### config.mk
export PLATFORM = sky130hd
export DESIGN_NAME = ptp_bridge
export DESIGN_NICKNAME = d
export VERILOG_FILES = /design/src/rtl/ptp_pkg.sv /design/src/rtl/ptp_edge_det.sv /design/src/rtl/ptp_bridge.sv
export SDC_FILE = /design/constraint.sdc
export NUM_CORES = 1
export LEC_CHECK = 0
export CAP_MARGIN = 20
export CORE_ASPECT_RATIO = 0.7
export CORE_MARGIN = 4
export CORE_UTILIZATION = 41
export CTS_BUF_LIST = sky130_fd_sc_hd__clkbuf_8
export CTS_CLUSTER_DIAMETER = 50
export DETAILED_ROUTE_END_ITERATION = 16
export PLACE_DENSITY = 0.88
export SLEW_MARGIN = 10
export SYNTH_ARGS = -nofsm -noshare
export SYNTH_HDL_FRONTEND = slang
export SYNTH_SLANG_ARGS = --single-unit
### constraint.sdc
create_clock -name clk -period 2.9 [get_ports clk]
set_input_delay 0.58 -clock clk [delete_from_list [all_inputs] [get_ports clk]]
set_output_delay 0.58 -clock clk [all_outputs]
set_load 0.03 [all_outputs]
### src/rtl/ptp_pkg.sv
// Shared widths and byte-lane helper for the ptp_bridge byte/word bridge.
package ptp_pkg;

  localparam int BYTE_W_DEF = 8;
  localparam int WORD_W_DEF = 32;

  // Bit offset of the byte that a serializer index selects within its word.
  function automatic int lane_lsb(input int idx, input int nb, input int byte_w);
    return (idx % nb) * byte_w;
  endfunction

endpackage

### src/rtl/ptp_edge_det.sv
// Rising-edge detector for a level strobe that is already synchronous to clk.
module ptp_edge_det (
  input  logic clk,
  input  logic rst_n,
  input  logic ctrl_i,
  output logic rise_o
);

  logic prev_q;
  logic prev_d;

  always_comb begin
    prev_d = ctrl_i;
  end

  // A cleared history makes a strobe that is already high at reset release count as an edge.
  always_ff @(posedge clk) begin
    if (!rst_n) prev_q <= 1'b0;
    else        prev_q <= prev_d;
  end

  assign rise_o = ctrl_i & ~prev_q;

endmodule

### src/rtl/ptp_bridge.sv
// Byte packer and two-word byte serializer between the 8-bit pin side and the 32-bit datapath.
// Optional parity outputs are enabled by defining PTP_PARITY_EN.
module ptp_bridge
  import ptp_pkg::*;
#(
  parameter  int BYTE_W = BYTE_W_DEF,
  parameter  int WORD_W = WORD_W_DEF,
  localparam int NB     = WORD_W / BYTE_W,
  localparam int IDX_W  = $clog2(2 * NB),
  localparam int CNT_W  = (NB > 1) ? $clog2(NB) : 1
) (
  input  logic              clk,
  input  logic              rst_n,
  input  logic              pack_ctrl_i,
  input  logic              pack_clr_i,
  input  logic [BYTE_W-1:0] byte_i,
  output logic [WORD_W-1:0] word_o,
  output logic              word_valid_o,
  input  logic              ser_ctrl_i,
  input  logic              ser_clr_i,
  input  logic [WORD_W-1:0] word_a_i,
  input  logic [WORD_W-1:0] word_b_i,
  output logic [BYTE_W-1:0] byte_o,
  output logic [IDX_W-1:0]  byte_idx_o
`ifdef PTP_PARITY_EN
  ,
  output logic              parity_o,
  output logic              word_parity_o
`endif
);

  logic              pack_step;
  logic              ser_step;

  logic [WORD_W-1:0] word_q, word_d;
  logic [CNT_W-1:0]  cnt_q, cnt_d;
  logic              valid_q, valid_d;
  logic [IDX_W-1:0]  idx_q, idx_d;
  int                lane;

  ptp_edge_det u_pack_edge (
    .clk    (clk),
    .rst_n  (rst_n),
    .ctrl_i (pack_ctrl_i),
    .rise_o (pack_step)
  );

  ptp_edge_det u_ser_edge (
    .clk    (clk),
    .rst_n  (rst_n),
    .ctrl_i (ser_ctrl_i),
    .rise_o (ser_step)
  );

  always_comb begin
    word_d  = word_q;
    cnt_d   = cnt_q;
    valid_d = 1'b0;
    idx_d   = idx_q;

    // Clear wins over a coincident step so the absorbed byte never lands in the word.
    if (pack_clr_i) begin
      word_d = '0;
      cnt_d  = '0;
    end else if (pack_step) begin
      word_d  = {word_q[WORD_W-BYTE_W-1:0], byte_i};
      valid_d = (cnt_q == CNT_W'(NB - 1));
      cnt_d   = valid_d ? '0 : cnt_q + 1'b1;
    end

    if (ser_clr_i) begin
      idx_d = '0;
    end else if (ser_step) begin
      idx_d = (idx_q == IDX_W'(2 * NB - 1)) ? '0 : idx_q + 1'b1;
    end
  end

  always_ff @(posedge clk) begin
    if (!rst_n) begin
      word_q  <= '0;
      cnt_q   <= '0;
      valid_q <= 1'b0;
      idx_q   <= '0;
    end else begin
      word_q  <= word_d;
      cnt_q   <= cnt_d;
      valid_q <= valid_d;
      idx_q   <= idx_d;
    end
  end

  // Live word inputs feed straight through the mux, so they show up in the same cycle.
  always_comb begin
    lane = lane_lsb(int'(idx_q), NB, BYTE_W);
    if (int'(idx_q) < NB) byte_o = word_a_i[lane +: BYTE_W];
    else                  byte_o = word_b_i[lane +: BYTE_W];
  end

  assign word_o       = word_q;
  assign word_valid_o = valid_q;
  assign byte_idx_o   = idx_q;

`ifdef PTP_PARITY_EN
  logic word_parity_q, word_parity_d;

  always_comb begin
    word_parity_d = ^word_d;
  end

  always_ff @(posedge clk) begin
    if (!rst_n) word_parity_q <= 1'b0;
    else        word_parity_q <= word_parity_d;
  end

  assign parity_o      = ^byte_o;
  assign word_parity_o = word_parity_q;
`endif

endmodule

Yosys cells after proc, flatten, opt, wreduce, memory -nomap -nowiden:

Index checks and enable logic that the tools add are counted.

* register bits after elaboration: 40
* bits of input ports: 78
* output and inout bits: 44
* logic and storage cells: 25

* add/subtract/negate cells: 2
* $lt $le $gt $ge: 1
* eq/ne operators: 2
* shift-type cells: 2
* mux-type cells: 3
* bitwise operators: 6
* reductions and logical operators: 3

Operator list (count)
* $shiftx 32x6->8: 2
* $mux 8: 1
* $not 1->1: 4
* $reduce_or 2->1: 2
* $add 3x1->3 const B: 1
* $eq 3x3->1 const B: 1
* $lt 3x3->1 const B: 1
* $mux 3: 1
* $reduce_or 3->1: 1
* $add 2x1->2 const B: 1
* $and 1x1->1: 2
* $eq 2x2->1 const B: 1
* $mux 2: 1

Logic depth before layout (Yosys ltp):

Gate-level depths: netlist of the first run.

* word-level depth: 4
* mapped depth: 5
* gate-level depth less buffers: 5

Modules after synthesis:

A second synthesis of the first run with hierarchy kept.

* cells, all modules: 164
* area total of the unflattened synthesis: 2009.4 sq um

By module, submodules not included
* ptp_bridge: instances 1, cells each 158, area an instance 1929.4 sq um, seq. area each 760.7 sq um
* ptp_edge_det: instances 2, cells each 3, area an instance 40.0 sq um, seq. area each 20.0 sq um

Least setup slack after synthesis of the first run:

OpenSTA, ideal clock, no wires.

* kind: flip-flop to output port
* start point: register idx_q[2], in the netlist byte_idx_o[2]
* end point: output byte_o[0]
* arrival: 1719 ps
* required time: 2320 ps
* setup slack: 601 ps
* stages on the path, launching flop included: 5
* path buffers: 2
* path through: dfxtp_1 buf_6 buf_12 mux4_1 mux2_2

* longest elaborated chain between the ends: 2

Ends and longest elaborated chain
* start: declaration: RTL line ptp_bridge.sv:38 `logic [IDX_W-1:0] idx_q, idx_d;`
* start signal: assignment: RTL line ptp_bridge.sv:88 `idx_q <= idx_d;`
* $lt 3x3->1: RTL line ptp_bridge.sv:95 `if (int'(idx_q) < NB) byte_o = word_a_i[lane +: BYTE_W];`
* $mux 8: RTL line ptp_bridge.sv:95
* end: declaration: RTL line ptp_bridge.sv:23 `output logic [BYTE_W-1:0] byte_o,`

Every way passes these cells.

Worst setup path in the final report of the first run:

* start point: input word_b_i[0]
* end point: output byte_o[0]

* longest elaborated chain between the ends: 2

Ends and longest elaborated chain
* start: declaration: RTL line ptp_bridge.sv:22 `input logic [WORD_W-1:0] word_b_i,`
* $shiftx 32x6->8: RTL line ptp_bridge.sv:96 `else byte_o = word_b_i[lane +: BYTE_W];`
* $mux 8: RTL line ptp_bridge.sv:95

Every way passes these cells.

==> impl_metrics.ini, run 1 <==
[place]
io_buffers = 121
gp_congestion = 0.888
dp_hpwl_microns = 4760
placed_cell_area_sq_mm = 0.00319
dpl_worst_slack_ns = -0.104

[global_route]
grt_pass1_vias = 1940
grt_max_degree = 36
grt_first_pass_wirelength_microns = 9580
grt_overflow = 0
antenna_found_initial = 0
grt_usage_pct = 20.4

[cells_and_area]
final_area_sq_mm = 0.00328
layout-drive-gt1-share_pct = 8.44
final_common_cell = clkdlybuf4s50_1
flow.area_growth_from_synthesis_pct = 67.0
antenna-diode-count = 0
nNetsFinal = 400
fillers = 346
layout_common_cells = clkdlybuf4s50_1 (113), nand2_1 (67), dfxtp_1 (40)

[floorplanning]
die_h_microns = 65.9
start_util_pct = 43.9
die_w_microns = 90.7
coreArea_sq_mm = 0.00448
placementRows = 20
die_area_sq_mm = 0.00598
io_pins = 122

[yosys]
yosysUniqueCellTypes = 15
synth_xor_area_share_pct = 0
syn-num-nets = 283
synthCells = 202
yosys_register_bits = 40
synth-simple-area-share_pct = 16.4
synth_warnings = 0
synth_compound_area_share_pct = 8.41
synth_top_family_by_area = multiplexers
avgSynthCellArea_sq_um = 9.72
synthAdderAreaFrac_pct = 1.91
synth-seq-area-share_pct = 40.8
muxShareOfSynthArea_pct = 28.0
syn-cell-area_sq_mm = 0.00196

[min_path]
hold_path_class = reg -> reg
worstHoldEndpoint = word_o[31]
holdPathStages = 2
worstHoldStart = word_o[31]

[critical_path]
regToRegEndpoint = byte_idx_o[2]
worstPathArrival_ns = 2.17
path_class = in -> out
cp_max_fo = 1
start_kind = primary input
crit_path_start = word_b_i[0]
r2r-start = byte_idx_o[1]
required_ns = 2.32
worst_setup_path_end_kind = primary output
r2r_slack_ns = 1.51
reg2regPathDepth = 4

[route]
drtIter0Drc = 118
ant_nets = 0
routed_wl_microns = 6070
wl_per_cell_microns = 16.2
vias = 1855
via_per_inst = 4.95
drc = 0
detail_route.first_pass.iterations = 4

[power_and_ir_drop]
max-vdd-ir-drop_v = 0.000225
p_sw_share_pct = 24.2
clkPwrFrac_pct = 32.0
p_leak_nw = 1.17
pwr-share-seq_pct = 48.0
p_per_area_mw_per_mm2 = 358
combPwrFrac_pct = 20.0
p_int_mw = 0.891
p_sw_mw = 0.284

[status]
status = completed

[clock_tree]
clock_latency_ns = 0.29
postCtsHoldBufs = 0
cts_tree = yes
postCtsSetupBuffers = 0
clockBufferDepth = 2
cts.reportedPaths.clkPinSlew_ns = 0.07
cts_sinks = 40
htree_num_levels = 2
cts_buffers = 5
clock-root-buffer = clkbuf_8

[timing]
fin_skew_ns = 0.00563
max_slew.worst_pin.slew_ns = 0.501
relSlewSlack_pct = 66.5
min_period_over_period_pct = 94.9
setup_viol = 0
post-route-min-period_ns = 2.75
setup_ws_ns = 0.147
rsz0062_at_grt = false
hold_viol = 0
fmax_ghz = 0.363
slew_viol_final = 0
hold_slack_ns = 0.455

[run]
drv_cap = 0
==> synth_stat cells, drive strengths merged <==
library cell	number	area, sq um
nand2	67	251
dfxtp	40	801
a21oi	33	165
mux4	16	420
clkbuf	14	52.6
mux2	8	90.1
nor2	7	26.3
mux2i	4	40.0
buf	3	36.3
ha	3	37.5
nand2b	3	18.8
and2	2	12.5
nor2b	2	12.5
==> registers in the layout, indices dropped and copies added, names as in the netlist <==
name	flops
u_ser_edge.prev_q	1
word_valid_o	1
u_pack_edge.prev_q	1
cnt_q	2
word_o	32
byte_idx_o	3
==> logic make-up (layout without fill, tap and decap cells) <==
family | Yosys count | count (layout)
AND/OR/NAND/NOR | 81 | 81
multiplexers | 28 | 28
flip-flops | 40 | 40
AO/OA/AOI/OAI | 33 | 33
buffers and inverters | 17 | 135
adder cells (fa/ha/maj) | 3 | 3
==> metrics by stage <==
step	instances	utilization [%]	total power, mW	TNS [ns]
6_report	375	73.2	1.17	0
5_1_grt	375	73.2	1.23	0
4_1_cts	375	73.2	1.19	0
3_5_place_dp	367	71.2	0.815	-0.179
3_3_place_gp	367	71.2	0.808	-0.0572
2_1_floorplan	202	-	0.672	0
==> power groups by stage <==
stage          registers [mW]  clock network (mW)  logic, mW
2_1_floorplan           0.582                   0     0.0894
3_3_place_gp            0.576                   0      0.232
3_5_place_dp            0.576                   0      0.239
4_1_cts                 0.563               0.387      0.237
5_1_grt                 0.565               0.413      0.251
6_report                0.563               0.376      0.235
==> worst max-delay path: stages <==
cell             delay, ns
clkdlybuf4s50_1       0.45
mux4_1                0.52
mux2_2                0.27
dlygate4sd2_1         0.35
==> worst max path at each step <==
| stage | end | slack (ns) | cells after the start |
|---|---|---|---|
| finish | byte_o[0] | 0.15 | 4 |
| global route | byte_o[4] | 0.07 | 4 |
| CTS | byte_o[4] | 0.13 | 4 |
| detailed placement | byte_o[0] | -0.10 | 4 |
| global placement | byte_o[0] | -0.04 | 4 |
| floorplan | byte_o[0] | 0.60 | 4 |
==> per-layer routing <==
metal,routed length [microns],GRT usage [%]
met1,2600,24.5
met2,3240,38.2
met3,179,3.75
met4,51,4.58
met5,0,0
==> layout make-up <==
cell class                 count  area [sq um]  area share, %
clock buffer                   6          82.6           2.52
sequential                    40           801           24.4
clock inverter                 2          11.3          0.343
tap                           55          68.8           2.10
multi-input combinational    145          1080           32.8
timing repair buffer         127          1240           37.8
==> repair_timing <==
action,4_1_cts,5_1_grt
resized for setup,3,0
endpoints found under the hold margin,0,0
setup endpoints to repair,3,0
(Power assumes the default switching activity.)
==> run 2: changes to the inputs <==
MAX_ROUTING_LAYER = met4   (was default)
==> impl_metrics.ini, run 2 (same netlist as run 1, synthesis figures left out) <==
[status]
status = completed

[global_route]
grt_usage_pct = 21.0
grt_max_degree = 36
grt_first_pass_wirelength_microns = 9600
grt_pass1_vias = 1939
antenna_found_initial = 0
grt_overflow = 0

[route]
vias = 1854
detail_route.first_pass.iterations = 4
drc = 0
wl_per_cell_microns = 16.2
drtIter0Drc = 118
via_per_inst = 4.94
routed_wl_microns = 6070
ant_nets = 0

[min_path]
hold_path_class = reg -> reg

[timing]
min_period_over_period_pct = 95.0
setup_viol = 0
rsz0062_at_grt = false
fin_skew_ns = 0.00600
slew_viol_final = 0
hold_viol = 0
tns_ns = 0
max_slew.worst_pin.slew_ns = 0.500
fmax_ghz = 0.363
post-route-min-period_ns = 2.75
relSlewSlack_pct = 66.6
setup_ws_ns = 0.145

[clock_tree]
cts_buffers = 5
cts.reportedPaths.clkPinSlew_ns = 0.07
clock_latency_ns = 0.29
clock-root-buffer = clkbuf_8
clockBufferDepth = 2
cts_sinks = 40
cts_tree = yes
htree_num_levels = 2

[power_and_ir_drop]
p_leak_nw = 1.17
p_per_area_mw_per_mm2 = 358
max-vdd-ir-drop_v = 0.000224
total_power_mw = 1.17

[run]
drv_cap = 0

[floorplanning]
die_area_sq_mm = 0.00598
die_h_microns = 65.9
coreArea_sq_mm = 0.00448
placementRows = 20
die_w_microns = 90.7
start_util_pct = 43.9
io_pins = 122

[cells_and_area]
flow.area_growth_from_synthesis_pct = 67.0
fin_cells = 375
nNetsFinal = 400
antenna-diode-count = 0
largest_register_ffs = 32
final_common_cell = clkdlybuf4s50_1
layout_common_cells = clkdlybuf4s50_1 (113), nand2_1 (67), dfxtp_1 (40)
layout-drive-gt1-share_pct = 8.44
fin_util_pct = 73.2

[place]
io_buffers = 121
dpl_worst_slack_ns = -0.104
dp_hpwl_microns = 4760
dp_cells = 367
gp_congestion = 0.902

[critical_path]
crit_path_start = word_b_i[0]
start_kind = primary input
worstPathArrival_ns = 2.17
r2r_slack_ns = 1.51
required_ns = 2.32
path_class = in -> out
r2r-start = byte_idx_o[1]
cp_max_fo = 1
endpoint = byte_o[0]
regToRegEndpoint = byte_idx_o[2]
worst_setup_path_end_kind = primary output
reg2regPathDepth = 4
[run 2: cell counts in the layout (fill, tap and decap cells not counted)]
Identical to the previous run, type by type.
[run 2: critical path: stages]
cell	delay, ns
clkdlybuf4s50_1	0.45
mux4_1	0.53
mux2_2	0.27
dlygate4sd2_1	0.35
[run 2: how the worst min path moves through the flow]
stage                     from    endpoint  slack (ns)  cells after the start
global route          cnt_q[1]    cnt_q[1]        0.49                      2
CTS                 word_o[31]  word_o[31]        0.46                      2
floorplan             cnt_q[1]    cnt_q[1]        0.44                      2
detailed placement  word_o[31]  word_o[31]        0.45                      2
finish              word_o[31]  word_o[31]        0.45                      2
global placement    word_o[30]  word_o[30]        0.44                      2
[run 2: area by class of cell]
type / instances / area, sq um
Fill cell: 346 / 1200
Timing Repair Buffer: 127 / 1240
Tap cell: 55 / 68.8
Clock buffer: 6 / 82.6
Clock inverter: 2 / 11.3
Sequential cell: 40 / 801
Multi-Input combinational cell: 145 / 1080
[run 2: repair_timing]
action / 4_1_cts / 5_1_grt
buffers inserted: 0 / 0
hold buffers: 0 / 0
setup endpoints to repair: 3 / 0
gates resized for setup: 3 / 0
[run 2: per-layer routing]
layer	vias up	track usage (%)	wire (microns)
met2	31	38.2	3250
met4	0	4.58	43
li1	941	-	-
met5	-	-	0
met1	874	24.8	2620
met3	8	3.41	164
[run 2: report_power, final]
group          switching, mW  internal [mW]  total [mW]
sequential           0.00746          0.556       0.563
combinational         0.0905          0.145       0.236
clock                  0.185          0.190       0.375
total                  0.283          0.891        1.17
[run 2: metrics by stage]
| stage | hold WS (ns) | cell area, sq um |
|---|---|---|
| after floorplan | 0.440 | 1960 |
| after global placement | 0.441 | 3190 |
| after detailed placement | 0.445 | 3190 |
| after CTS | 0.456 | 3280 |
| after global routing | 0.490 | 3280 |
| final | 0.455 | 3280 |
